$ cat src/rtl/instruction_memory_pkg.sv
// Shared constants for the RV32I instruction memory: geometry, the NOP filler
// word and the default program image restored by reset.
package im_pkg;

    localparam int          DEPTH    = 64;
    localparam int          ADDR_W   = 32;
    localparam int          DATA_W   = 32;
    localparam logic [31:0] NOP_WORD = 32'h0000_0013;
    localparam int          PROG_LEN = 8;

    localparam logic [31:0] DEFAULT_PROG [PROG_LEN] = '{
        32'h0050_0093,
        32'h00A0_0113,
        32'h0020_81B3,
        32'h4011_0233,
        32'h0020_F2B3,
        32'h0020_E333,
        32'h0030_2023,
        32'h0000_0063
    };

    // Words beyond the short default program are padded with NOPs.
    function automatic logic [31:0] defaultWord(input int idx);
        logic [2:0] progIdx;
        progIdx = idx[2:0];
        if (idx < PROG_LEN)
            return DEFAULT_PROG[progIdx];
        return NOP_WORD;
    endfunction

endpackage

$ cat src/rtl/instruction_memory_if.sv
// Fetch and program-port bundle between a core/loader (master) and the
// instruction memory (slave).
interface instruction_memory_if #(
    parameter int ADDR_W = 32,
    parameter int DATA_W = 32
);

    logic [ADDR_W-1:0] address;
    logic [DATA_W-1:0] instruction;
    logic              misaligned;
    logic              out_of_range;
    logic              we;
    logic [ADDR_W-1:0] waddr;
    logic [DATA_W-1:0] wdata;

    modport master (
        output address, we, waddr, wdata,
        input  instruction, misaligned, out_of_range
    );

    modport slave (
        input  address, we, waddr, wdata,
        output instruction, misaligned, out_of_range
    );

endinterface

$ cat src/rtl/instruction_memory.sv
// Word-addressed instruction memory with a combinational fetch port, a clocked
// program port and an asynchronous reset that reloads the default image.
module instruction_memory
    import im_pkg::*;
#(
    parameter int          P_DEPTH    = im_pkg::DEPTH,
    parameter int          P_ADDR_W   = im_pkg::ADDR_W,
    parameter int          P_DATA_W   = im_pkg::DATA_W,
    parameter logic [31:0] P_NOP_WORD = im_pkg::NOP_WORD
) (
    input logic                 clk,
    input logic                 rst,
    instruction_memory_if.slave bus
);

    localparam int IDX_W = (P_DEPTH > 1) ? $clog2(P_DEPTH) : 1;

    logic [P_DATA_W-1:0] r_mem [P_DEPTH];

    logic [P_ADDR_W-3:0] w_rdIdx;
    logic [P_ADDR_W-3:0] w_wrIdx;
    logic                w_rdInRange;
    logic                w_wrOk;

    assign w_rdIdx     = bus.address[P_ADDR_W-1:2];
    assign w_wrIdx     = bus.waddr[P_ADDR_W-1:2];
    assign w_rdInRange = (w_rdIdx < (P_ADDR_W-2)'(P_DEPTH));
    assign w_wrOk      = bus.we && (bus.waddr[1:0] == 2'b00)
                         && (w_wrIdx < (P_ADDR_W-2)'(P_DEPTH));

    // Reset holds the whole array at the default image, so writes cannot land
    // while rst is high; otherwise only aligned in-range writes take effect.
    always_ff @(posedge clk or posedge rst) begin
        if (rst) begin
            for (int i = 0; i < P_DEPTH; i++)
                r_mem[i] <= P_DATA_W'(defaultWord(i));
        end else if (w_wrOk) begin
            r_mem[w_wrIdx[IDX_W-1:0]] <= bus.wdata;
        end
    end

    // Unmapped indices never alias into the array; they fetch a NOP.
    always_comb begin
        bus.instruction = P_DATA_W'(P_NOP_WORD);
        if (w_rdInRange)
            bus.instruction = r_mem[w_rdIdx[IDX_W-1:0]];
    end

    assign bus.misaligned   = (bus.address[1:0] != 2'b00);
    assign bus.out_of_range = !w_rdInRange;

endmodule

$ cat src/flat_wrapper.sv
// flat-port wrapper written by rule: the top's interface ports become plain ports
module instruction_memory_flat import im_pkg::*;
#(
    parameter int          P_DEPTH    = im_pkg::DEPTH,
    parameter int          P_ADDR_W   = im_pkg::ADDR_W,
    parameter int          P_DATA_W   = im_pkg::DATA_W,
    parameter logic [31:0] P_NOP_WORD = im_pkg::NOP_WORD
)
  (clk, rst, bus_address, bus_we, bus_waddr, bus_wdata, bus_instruction, bus_misaligned, bus_out_of_range);
  instruction_memory_if #(.ADDR_W(32), .DATA_W(32)) bus_i ();
  input logic clk;
  input logic rst;
  input wire logic [$bits(bus_i.address)-1:0] bus_address;
  input wire logic [$bits(bus_i.we)-1:0] bus_we;
  input wire logic [$bits(bus_i.waddr)-1:0] bus_waddr;
  input wire logic [$bits(bus_i.wdata)-1:0] bus_wdata;
  output wire logic [$bits(bus_i.instruction)-1:0] bus_instruction;
  output wire logic [$bits(bus_i.misaligned)-1:0] bus_misaligned;
  output wire logic [$bits(bus_i.out_of_range)-1:0] bus_out_of_range;
  assign bus_i.address = bus_address;
  assign bus_i.we = bus_we;
  assign bus_i.waddr = bus_waddr;
  assign bus_i.wdata = bus_wdata;
  assign bus_instruction = bus_i.instruction;
  assign bus_misaligned = bus_i.misaligned;
  assign bus_out_of_range = bus_i.out_of_range;
  instruction_memory #(.P_DEPTH(P_DEPTH), .P_ADDR_W(P_ADDR_W), .P_DATA_W(P_DATA_W), .P_NOP_WORD(P_NOP_WORD)) u_core (.clk(clk), .rst(rst), .bus(bus_i));
endmodule
$ cat config.mk
export PLATFORM = sky130hd
export DESIGN_NAME = instruction_memory_flat
export DESIGN_NICKNAME = d
export VERILOG_FILES = /design/src/rtl/instruction_memory_pkg.sv /design/src/rtl/instruction_memory_if.sv /design/src/rtl/instruction_memory.sv /design/src/flat_wrapper.sv
export SDC_FILE = /design/constraint.sdc
export NUM_CORES = 2
export LEC_CHECK = 0
export ABC_CLOCK_PERIOD_IN_PS = 76000
export CORE_UTILIZATION = 40
export CTS_CLUSTER_SIZE = 25
export DETAILED_ROUTE_END_ITERATION = 10
export GPL_TIMING_DRIVEN = 0
export PLACE_DENSITY = 0.68
export SETUP_SLACK_MARGIN = 0.05
export SLEW_MARGIN = 20
export SYNTH_ARGS = -nofsm -noshare
export SYNTH_HDL_FRONTEND = slang
export SYNTH_SLANG_ARGS = --single-unit
$ cat constraint.sdc
create_clock -name clk -period 76 [get_ports clk]
set_input_delay 19 -clock clk [delete_from_list [all_inputs] [get_ports clk]]
set_output_delay 19 -clock clk [all_outputs]
set_load 0.02 [all_outputs]
==> flow_summary.toml <==
[sta]
fmax_mhz = 22.7
max_slew.worst_pin.slew_ns = 1.42
finalCriticalPeriod_ns = 44.02
rsz0062_at_grt = "false"
worst_rel_slew_slack_pct = 5.23
timing.final.setup_violations = 0
post_route_clock_period_utilization_pct = 57.9
fin_hold_ws_ns = 0.485
finalHoldViolCount = 0
finClkSkew_ns = 0
layout_setup_ws_ns = 31.98
final_max_slew_viol_count = 0
fin_setup_tns_ns = 0

[pwr]
combPwrFrac_pct = 6.8
power.static_leakage_nw = 51.1
p_int_mw = 1.73
switching_power_uw = 592
vdd_ir_drop_max_uv = 27.9
sw_frac_of_total_pct = 25.4
share_clk_of_total_power_pct = 46.3
sequentialPowerShare_pct = 46.9
power_mw = 2.33
pwr_density_cell_mw_per_mm2 = 21.4

[grt]
grt_max_degree = 38
first_global_vias = 61800
grt_overflow_total = 0
grt_use_total_pct = 32.1
antenna_found_initial = 46
grt_first_pass_wirelength_um = 519000

[die]
die-width_um = 487
fp.dieH_um = 487
num_rows = 177
effective_utilization_at_floorplan_pct = 40.3
core_region_area_mm2 = 0.233
ioPinCount = 133
die_area_mm2 = 0.237

[route]
post-route-drc-count = 0
num_vias = 61700
via_per_inst = 6.36
drt_pass1_iterations = 7
routedWlPerCell_um = 39.3
drt_wl_total_um = 381000
ant_nets = 0
drtIter0Drc = 7947

[clock_tree]
cts_tree = "done"
cts.sinks = 2048
insertion_delay_ns = 0.86
cts_repair_resize_count = 0
cts_inserted_buffers = 210
root_buffer = "sky130_fd_sc_hd__clkbuf_16"
count_of_h_tree_levels_built_during_cts = 4
clock_tree.buffer_depth = 3
post_cts.repair.setup_buffers = 0
clk_transition_reported_paths_ns = 0.06
cts_hold_repair.buffers = 0

[placement]
buffer_ports.inserted = 93
placement.setup.worst_slack_ns = 32.33
post-dp-hpwl_um = 262000
placedCellCount = 9269
finalWeightedCongestion = 1.00
placed_cell_area_mm2 = 0.101

[logic_synthesis]
netlist-cell-type-count = 62
dominantRegCellSynth = "sky130_fd_sc_hd__dfrtp_1"
most_frequent_cell_after_synthesis = "sky130_fd_sc_hd__mux2_2"
yosysWarnings = 0
post-synth-top-area-cell = "sky130_fd_sc_hd__dfrtp_1"
ys_seq_elements = 2048
syn_area_per_cell_um2 = 15.8
synth_seq_area_share_pct = 54.8
synth_area_leaders = "sky130_fd_sc_hd__dfrtp_1, sky130_fd_sc_hd__mux2_2, sky130_fd_sc_hd__mux4_2"
post_synth_design_cell_area_mm2 = 0.0941
synth_edf_count = 0
ys_top_cells_by_count = "sky130_fd_sc_hd__mux2_2, sky130_fd_sc_hd__dfrtp_1, sky130_fd_sc_hd__mux4_2, sky130_fd_sc_hd__clkbuf_1, sky130_fd_sc_hd__buf_2"
async_reset_ff_share_pct = 100
yosys.area.top_type_share_pct = 48.4
netlist_instances = 5940
synthesis.nets = 6039

[outcome]
run_status = "complete, no violations"

[layout]
final_net_count = 6448
reg.largest.list = "u_core.r_mem (2048)"
area.sequential_mm2 = 0.0515
flow.area_growth_from_synthesis_pct = 15.4
filler_free_cell_count_of_the_finished_design = 9691
largest_register_ff_count = 2048
num-fill-cells = 20100
postLayoutCoreUtil_pct = 46.6
multiInputGateArea_mm2 = 0.0396
largest_register = "u_core.r_mem"
layout-drive-gt1-share_pct = 55.9
final_area_mm2 = 0.109

[job]
timing.max_cap.violations = 0

[setup_path]
crit_path_max_fanout = 10
timing.critical_path.arrival_ns = 25.02
setup.worst_path.start_class = "primary input"
worstSetupPathType = "primary input to output port"
type_of_element_capturing_the_critical_path = "output port"
cp.required_ns = 57.00

[hold_path]
worst_hold_path_type = "flip-flop to flip-flop"
## per-layer routing
layer,routed length [um],global-route usage (%)
met1,142000,40.4
met2,158000,44.3
met3,47600,12.8
met4,32700,23.6
met5,272,0.388
## cell type report
class / count / share of cell area, %
Timing Repair Buffer: 197 / 2.85
Inverter: 9 / 0.0346
Clock buffer: 341 / 5.85
Clock inverter: 51 / 0.787
Multi-Input combinational cell: 3273 / 36.5
Buffer: 610 / 2.86
Antenna cell: 30 / 0.0691
Sequential cell: 2048 / 47.5
Tap cell: 3132 / 3.61
## cell usage in the layout, fill, tap and decap left out, types with 30 or more instances in the layout
| master | n |
|---|---|
| sky130_fd_sc_hd__clkbuf_16 | 210 |
| sky130_fd_sc_hd__clkbuf_1 | 274 |
| sky130_fd_sc_hd__clkbuf_2 | 53 |
| sky130_fd_sc_hd__buf_6 | 32 |
| sky130_fd_sc_hd__buf_12 | 83 |
| sky130_fd_sc_hd__mux2i_1 | 151 |
| sky130_fd_sc_hd__clkdlybuf4s50_1 | 93 |
| sky130_fd_sc_hd__dfrtp_1 | 1821 |
| sky130_fd_sc_hd__nor2_1 | 77 |
| sky130_fd_sc_hd__buf_2 | 261 |
| sky130_fd_sc_hd__nand2_1 | 42 |
| sky130_fd_sc_hd__dfstp_2 | 227 |
| sky130_fd_sc_hd__clkbuf_8 | 60 |
| sky130_fd_sc_hd__o21ai_0 | 36 |
| sky130_fd_sc_hd__diode_2 | 30 |
| sky130_fd_sc_hd__mux4_2 | 487 |
| sky130_fd_sc_hd__mux2_2 | 2083 |
## critical path, cell delays in order
cell	delay [ns]
sky130_fd_sc_hd__buf_4	0.43
sky130_fd_sc_hd__buf_2	0.45
sky130_fd_sc_hd__buf_2	0.57
sky130_fd_sc_hd__buf_2	0.77
sky130_fd_sc_hd__buf_2	0.78
sky130_fd_sc_hd__buf_2	0.60
sky130_fd_sc_hd__nand3_1	0.13
sky130_fd_sc_hd__a31oi_1	0.30
sky130_fd_sc_hd__a21oi_1	0.17
sky130_fd_sc_hd__o22ai_1	0.94
sky130_fd_sc_hd__clkdlybuf4s50_1	0.79
## power groups by stage
stage	Combinational, mW	Clock (mW)	Sequential, mW
2_1_floorplan	0.0657	0	1.11
3_3_place_gp	0.137	0	1.12
3_5_place_dp	0.152	0	1.11
4_1_cts	0.153	1.08	1.09
5_1_grt	0.161	1.12	1.09
6_report	0.159	1.08	1.09
## final timing paths
kind,startpoint,endpoint,slack (ns),cells after the start
max,bus_address[3],bus_instruction[28],31.98,11
max in group asynchronous,rst,u_core.r_mem[440],54.63,13
max reg2reg,u_core.r_mem[507],u_core.r_mem[507],75.16,1
min in group asynchronous,rst,u_core.r_mem[1456],18.58,2
min reg2reg,u_core.r_mem[276],u_core.r_mem[276],0.48,1
min,u_core.r_mem[276],u_core.r_mem[276],0.48,1
## cells by family (layout without fill, tap and decap cells)
| kind of cell | after synthesis | count (layout) | synth area share [%] |
|---|---|---|---|
| buffers and inverters | 619 | 1208 | 3.24 |
| DFF | 2048 | 2048 | 54.8 |
| other | 0 | 30 | 0 |
| AOI/OAI and AO/OA | 249 | 249 | 2.00 |
| muxes | 2750 | 2750 | 38.5 |
| and+or+nand+nor | 274 | 274 | 1.46 |
Note: power is estimated with default switching activity, not from simulation.
